$ cat src/rtl/mips_pkg.sv
// Shared types and constants for the multicycle MIPS memory path.
// Used by the memory access sequencer and its counter.
package mips_pkg;

  localparam int WORD_W = 32;
  localparam int ADDR_W = 32;
  localparam logic [1:0] ALIGN_MASK = 2'b11;

  typedef enum logic [1:0] {
    IDLE,
    READ_WAIT,
    WRITE_HOLD,
    RESP
  } mau_state_t;

  typedef struct packed {
    logic [ADDR_W-1:0] addr;
    logic [WORD_W-1:0] wdata;
    logic              instr;
  } mau_req_t;

  function automatic logic is_misaligned(
    input logic [ADDR_W-1:0] a
  );
    return (a[1:0] & ALIGN_MASK) != 2'b00;
  endfunction

endpackage

$ cat src/rtl/mau_counter.sv
// Loadable down-counter with zero flag.
// Times both the read latency and the store hold.
module mau_counter #(
  parameter int W = 3
) (
  input  logic         Clk,
  input  logic         Reset_n,
  input  logic         load,
  input  logic [W-1:0] init,
  input  logic         dec,
  output logic         zero
);

  logic [W-1:0] cnt;

  always_ff @(posedge Clk or negedge Reset_n) begin
    if (!Reset_n) begin
      cnt <= '0;
    end else if (load) begin
      cnt <= init;
    end else if (dec) begin
      cnt <= cnt - W'(1);
    end
  end

  assign zero = (cnt == '0);

endmodule

$ cat src/rtl/mem_access_unit.sv
// Memory access sequencer: one load/store at a time to a
// synchronous word memory, with IR/MDR capture and done pulse.
module mem_access_unit
  import mips_pkg::*;
#(
  parameter int RD_LAT = 2,
  parameter int WR_CYC = 2
) (
  input  logic              Clk,
  input  logic              Reset_n,
  input  logic              req_valid,
  output logic              req_ready,
  input  logic              req_wr,
  input  logic              req_instr,
  input  logic [ADDR_W-1:0] req_addr,
  input  logic [WORD_W-1:0] req_wdata,
  output logic [ADDR_W-1:0] mem_addr,
  output logic [WORD_W-1:0] mem_wdata,
  output logic              mem_wr,
  input  logic [WORD_W-1:0] mem_rdata,
  output logic              rsp_done,
  output logic              rsp_err,
  output logic              err_sticky,
  output logic [WORD_W-1:0] ir_q,
  output logic [WORD_W-1:0] mdr_q
);

  mau_state_t state;
  mau_req_t   req_q;

  logic       cnt_zero;
  logic       cnt_load;
  logic       cnt_dec;
  logic [2:0] cnt_init;
  logic       accept;

  assign accept   = (state == IDLE) && req_valid;
  assign cnt_load = accept && !is_misaligned(req_addr);
  assign cnt_init = req_wr ? 3'(WR_CYC - 1) : 3'(RD_LAT - 1);
  assign cnt_dec  = ((state == READ_WAIT) ||
                     (state == WRITE_HOLD)) && !cnt_zero;

  mau_counter #(
    .W(3)
  ) u_cnt (
    .Clk    (Clk),
    .Reset_n(Reset_n),
    .load   (cnt_load),
    .init   (cnt_init),
    .dec    (cnt_dec),
    .zero   (cnt_zero)
  );

  assign mem_addr  = req_q.addr;
  assign mem_wdata = req_q.wdata;

  always_ff @(posedge Clk or negedge Reset_n) begin
    if (!Reset_n) begin
      state      <= IDLE;
      req_q      <= '0;
      req_ready  <= 1'b1;
      mem_wr     <= 1'b0;
      rsp_done   <= 1'b0;
      rsp_err    <= 1'b0;
      err_sticky <= 1'b0;
      ir_q       <= '0;
      mdr_q      <= '0;
    end else begin
      unique case (state)
        IDLE: begin
          if (req_valid) begin
            req_q <= '{addr:  req_addr,
                       wdata: req_wdata,
                       instr: req_instr};
            req_ready <= 1'b0;
            if (is_misaligned(req_addr)) begin
              state      <= RESP;
              rsp_done   <= 1'b1;
              rsp_err    <= 1'b1;
              err_sticky <= 1'b1;
            end else if (req_wr) begin
              state  <= WRITE_HOLD;
              mem_wr <= 1'b1;
            end else begin
              state <= READ_WAIT;
            end
          end
        end
        READ_WAIT: begin
          if (cnt_zero) begin
            if (req_q.instr) ir_q <= mem_rdata;
            else             mdr_q <= mem_rdata;
            state    <= RESP;
            rsp_done <= 1'b1;
          end
        end
        WRITE_HOLD: begin
          if (cnt_zero) begin
            mem_wr   <= 1'b0;
            state    <= RESP;
            rsp_done <= 1'b1;
          end
        end
        RESP: begin
          rsp_done  <= 1'b0;
          rsp_err   <= 1'b0;
          req_ready <= 1'b1;
          state     <= IDLE;
        end
        default: state <= IDLE;
      endcase
    end
  end

endmodule

$ cat config.mk
export PLATFORM = sky130hd
export DESIGN_NAME = mem_access_unit
export DESIGN_NICKNAME = d
export VERILOG_FILES = /design/src/rtl/mips_pkg.sv /design/src/rtl/mau_counter.sv /design/src/rtl/mem_access_unit.sv
export SDC_FILE = /design/constraint.sdc
export NUM_CORES = 1
export LEC_CHECK = 0
export ABC_CLOCK_PERIOD_IN_PS = 4500
export CAP_MARGIN = 20
export CORE_UTILIZATION = 47
export CTS_CLUSTER_SIZE = 16
export DETAILED_ROUTE_END_ITERATION = 7
export GPL_ROUTABILITY_DRIVEN = 0
export GPL_TIMING_DRIVEN = 0
export PLACE_DENSITY = 0.85
export SYNTH_ARGS = -nofsm -noshare
export SYNTH_HDL_FRONTEND = slang
export SYNTH_SLANG_ARGS = --single-unit
$ cat constraint.sdc
create_clock -name Clk -period 4.5 [get_ports Clk]
set_clock_uncertainty 0.1 [all_clocks]
set_input_delay 0.675 -clock Clk [delete_from_list [all_inputs] [get_ports Clk]]
set_output_delay 0.675 -clock Clk [all_outputs]
set_load 0.05 [all_outputs]
==> results.yml <==
logic_synthesis:
  most_common_flop_cell_mapped_by_yosys: "dfrtp_1"
  postSynthRegisterBits: 139
  postSynthAreaPerCell_um2: 14.9
  synthesis.instances: 401
  async_reset_ff_share_pct: 100
  ys.warnings.count: 0
  top_area_cell_type_share_of_the_netlist_area_pct: 57.9
  sequential_share_of_the_synthesized_area_pct: 58.4
  ys_top_cells_by_area: "dfrtp_1, mux2_2, buf_4"
  synth_cell_types: 35
  synth.net_count: 508
  post_synth_top_area_cell: "dfrtp_1"
  count_of_flip_flops_with_a_built_in_enable_after_synthesis: 0
  syn-cell-area_mm2: 0.00596
route:
  drt-wirelength-per-cell_um: 16.4
  dr_total_vias: 3933
  antenna_violating_nets_post_route: 0
  routed_via_density: 4.72
  detailedRoute.firstPassIterationCount: 4
  detailedRoute.firstIterationViolations: 100
  routed_wire_length_mm: 13.7
  drt_drc_violations_left: 0
placement:
  dp.final_hpwl_mm: 10.1
  portBuffers: 233
  dp_slack_ps: 2000
  dp_cells: 803
worst_setup_path:
  critPathArrivalTime_ps: 1780
  reg2reg_depth: 7
  endpoint_kind: "output port"
  timing.critical_path.from: "req_ready$_DFFE_PN1P_"
  timing.critical_path.buf_inv: 1
  crit_family: "buffers and inverters"
  regToRegStartpoint: "state[0]$_DFFE_PN0P_"
  start_kind: "flip-flop"
  critical-path-slowest-cell: "clkdlybuf4s50_1"
  worst-setup-path-type: "reg2out"
  critical_path_depth: 1
  crit_path_cell_trace: "clkdlybuf4s50_1"
  critPathRequiredTime_ps: 3720
  crit-reg2reg-capture: "mem_addr[18]$_DFFE_PN0P_"
  regToRegSetupSlack_ps: 2430
  worst-path-max-fanout: 3
  critPathMaxStageDelay_ps: 820
  endpoint: "req_ready"
cells_and_area:
  layout_commonest_cell: "clkdlybuf4s50_1"
  final_util_pct: 75.2
  areaGrowthSynthToFinish_pct: 53.5
  drive_gt1_share_pct: 36.6
  num-fill-cells: 781
  antenna-diode-count: 0
  fin_nets: 761
  layoutNonFillerInstCount: 834
  layout.cells.most_common_list: "clkdlybuf4s50_1, dfrtp_1, mux2_2, buf_4, clkbuf_16"
outcome:
  outcome: "completed"
clock_network:
  cts_hold_repair.buffers: 0
  clock_insertion_delay_worst_skew_ps: 410
  clk_pin_slew_worst_paths_ps: 50
  cts.root.buffer_cell: "clkbuf_16"
  post_cts_buffers: 0
  numClockSinks: 139
  post_cts.resized_instances: 0
  cts_max_path_buffers: 2
  number_of_h_tree_branching_levels: 4
  cts_tree: "built"
  cts-buffers-inserted: 17
timing:
  setup_ws_ps: 1950
  grt_setup_unrepaired: "false"
  final_min_period_over_clock_period_pct: 56.7
  slew_viol_final: 0
  fmax_mhz: 392
  relSlewSlack_pct: 56.3
  finalSetupViolations: 0
  hold_violations: 0
  finalCriticalPeriod_ps: 2550
  timing.hold.ws_ps: 167
  tightest_slew_ps: 656
min_path:
  holdCritPathClass: "in2async"
global_routing:
  grt_first_pass_wirelength_mm: 21.5
  first_global_vias: 4391
  grt_max_degree: 72
  grt_util_all_layers_pct: 21.9
  global_route.overflow_total: 0
  grt_antenna_before_repair: 0
floorplanning:
  placeableCoreArea_mm2: 0.0122
  die-area_mm2: 0.0131
  core.rowCount: 40
  die_w_um: 115
  floorplan.initialDensity_pct: 49.0
  die_height_um: 115
  floorplan.io_pins: 234
job:
  max_cap_viol_count: 0
cell families (layout without fill, tap and decap cells):
kind of cell / after synthesis / count (layout) / share of synthesized area (%)
compound gates: 16 / 16 / 1.78
fa+ha+maj: 6 / 6 / 1.26
buf+inv: 87 / 352 / 10.6
flops: 139 / 139 / 58.4
mux: 133 / 133 / 25.2
simple gates: 20 / 20 / 2.77
worst reg2reg max path: stages (launching register included):
cell and delay, ps:
dfrtp_1 400, inv_1 100, ha_1 200, buf_2 180, nand2_2 120, buf_4 210, buf_2 270, mux2_2 370
final cells by class:
class                      instances  area, µm²  area share [%]
clock inverter                     7        138            1.50
multi-input combinational        175       1850            20.2
buffer                            79        603            6.59
tap                              168        210            2.30
timing repair buffer             234       2360            25.8
clock buffer                      24        482            5.26
inverter                           8       30.0           0.328
sequential                       139       3480            38.0
flip-flops by register name (all words and copies together) (netlist names), 2 cells and up:
| name | count |
|---|---|
| ir_q | 32 |
| mdr_q | 32 |
| mem_addr | 32 |
| mem_wdata | 32 |
| u_cnt.cnt | 3 |
| state | 2 |
per-stage QoR:
stage / instance area, µm² / TNS (ps)
3_5_place_dp: 8530 / 0
4_1_cts: 9150 / 0
2_1_floorplan: 5960 / 0
6_report: 9150 / 0
3_3_place_gp: 8500 / -365520
5_1_grt: 9150 / 0
worst min path at each step:
stage                      startpoint                endpoint  cells after the start
2_1_floorplan                 Reset_n  err_sticky$_DFFE_PN0P_                      0
3_3_place_gp   err_sticky$_DFFE_PN0P_  err_sticky$_DFFE_PN0P_                      1
3_5_place_dp    mdr_q[22]$_DFFE_PN0P_   mdr_q[22]$_DFFE_PN0P_                      1
4_1_cts                       Reset_n    ir_q[12]$_DFFE_PN0P_                      1
5_1_grt                       Reset_n   mdr_q[21]$_DFFE_PN0P_                      1
6_report                      Reset_n   mdr_q[21]$_DFFE_PN0P_                      1
synth_stat cells, types with 2 or more instances:
| library cell | count |
|---|---|
| and4bb_2 | 2 |
| mux2_1 | 2 |
| inv_1 | 8 |
| clkbuf_8 | 3 |
| nor3_1 | 2 |
| nor2_1 | 5 |
| a21o_1 | 2 |
| mux2i_1 | 4 |
| or3_1 | 2 |
| mux2_4 | 2 |
| mux2_2 | 125 |
| buf_2 | 8 |
| ha_1 | 6 |
| a21oi_1 | 5 |
| o21ai_0 | 2 |
| dfrtp_1 | 138 |
| buf_4 | 65 |
| buf_6 | 3 |
per-layer routing:
layer	global-route usage, %	share of wire [%]	wire, µm	vias to the layer above
met5	0	0	0	-
met1	23.2	38	5200	1922
met2	39.6	53	7240	155
met4	10.7	2.3	318	0
met3	6.72	6.6	896	23
li1	-	-	-	1833
Power is not shown: default switching activity piles up to over one toggle a cycle in this logic, so the estimate is an artifact.
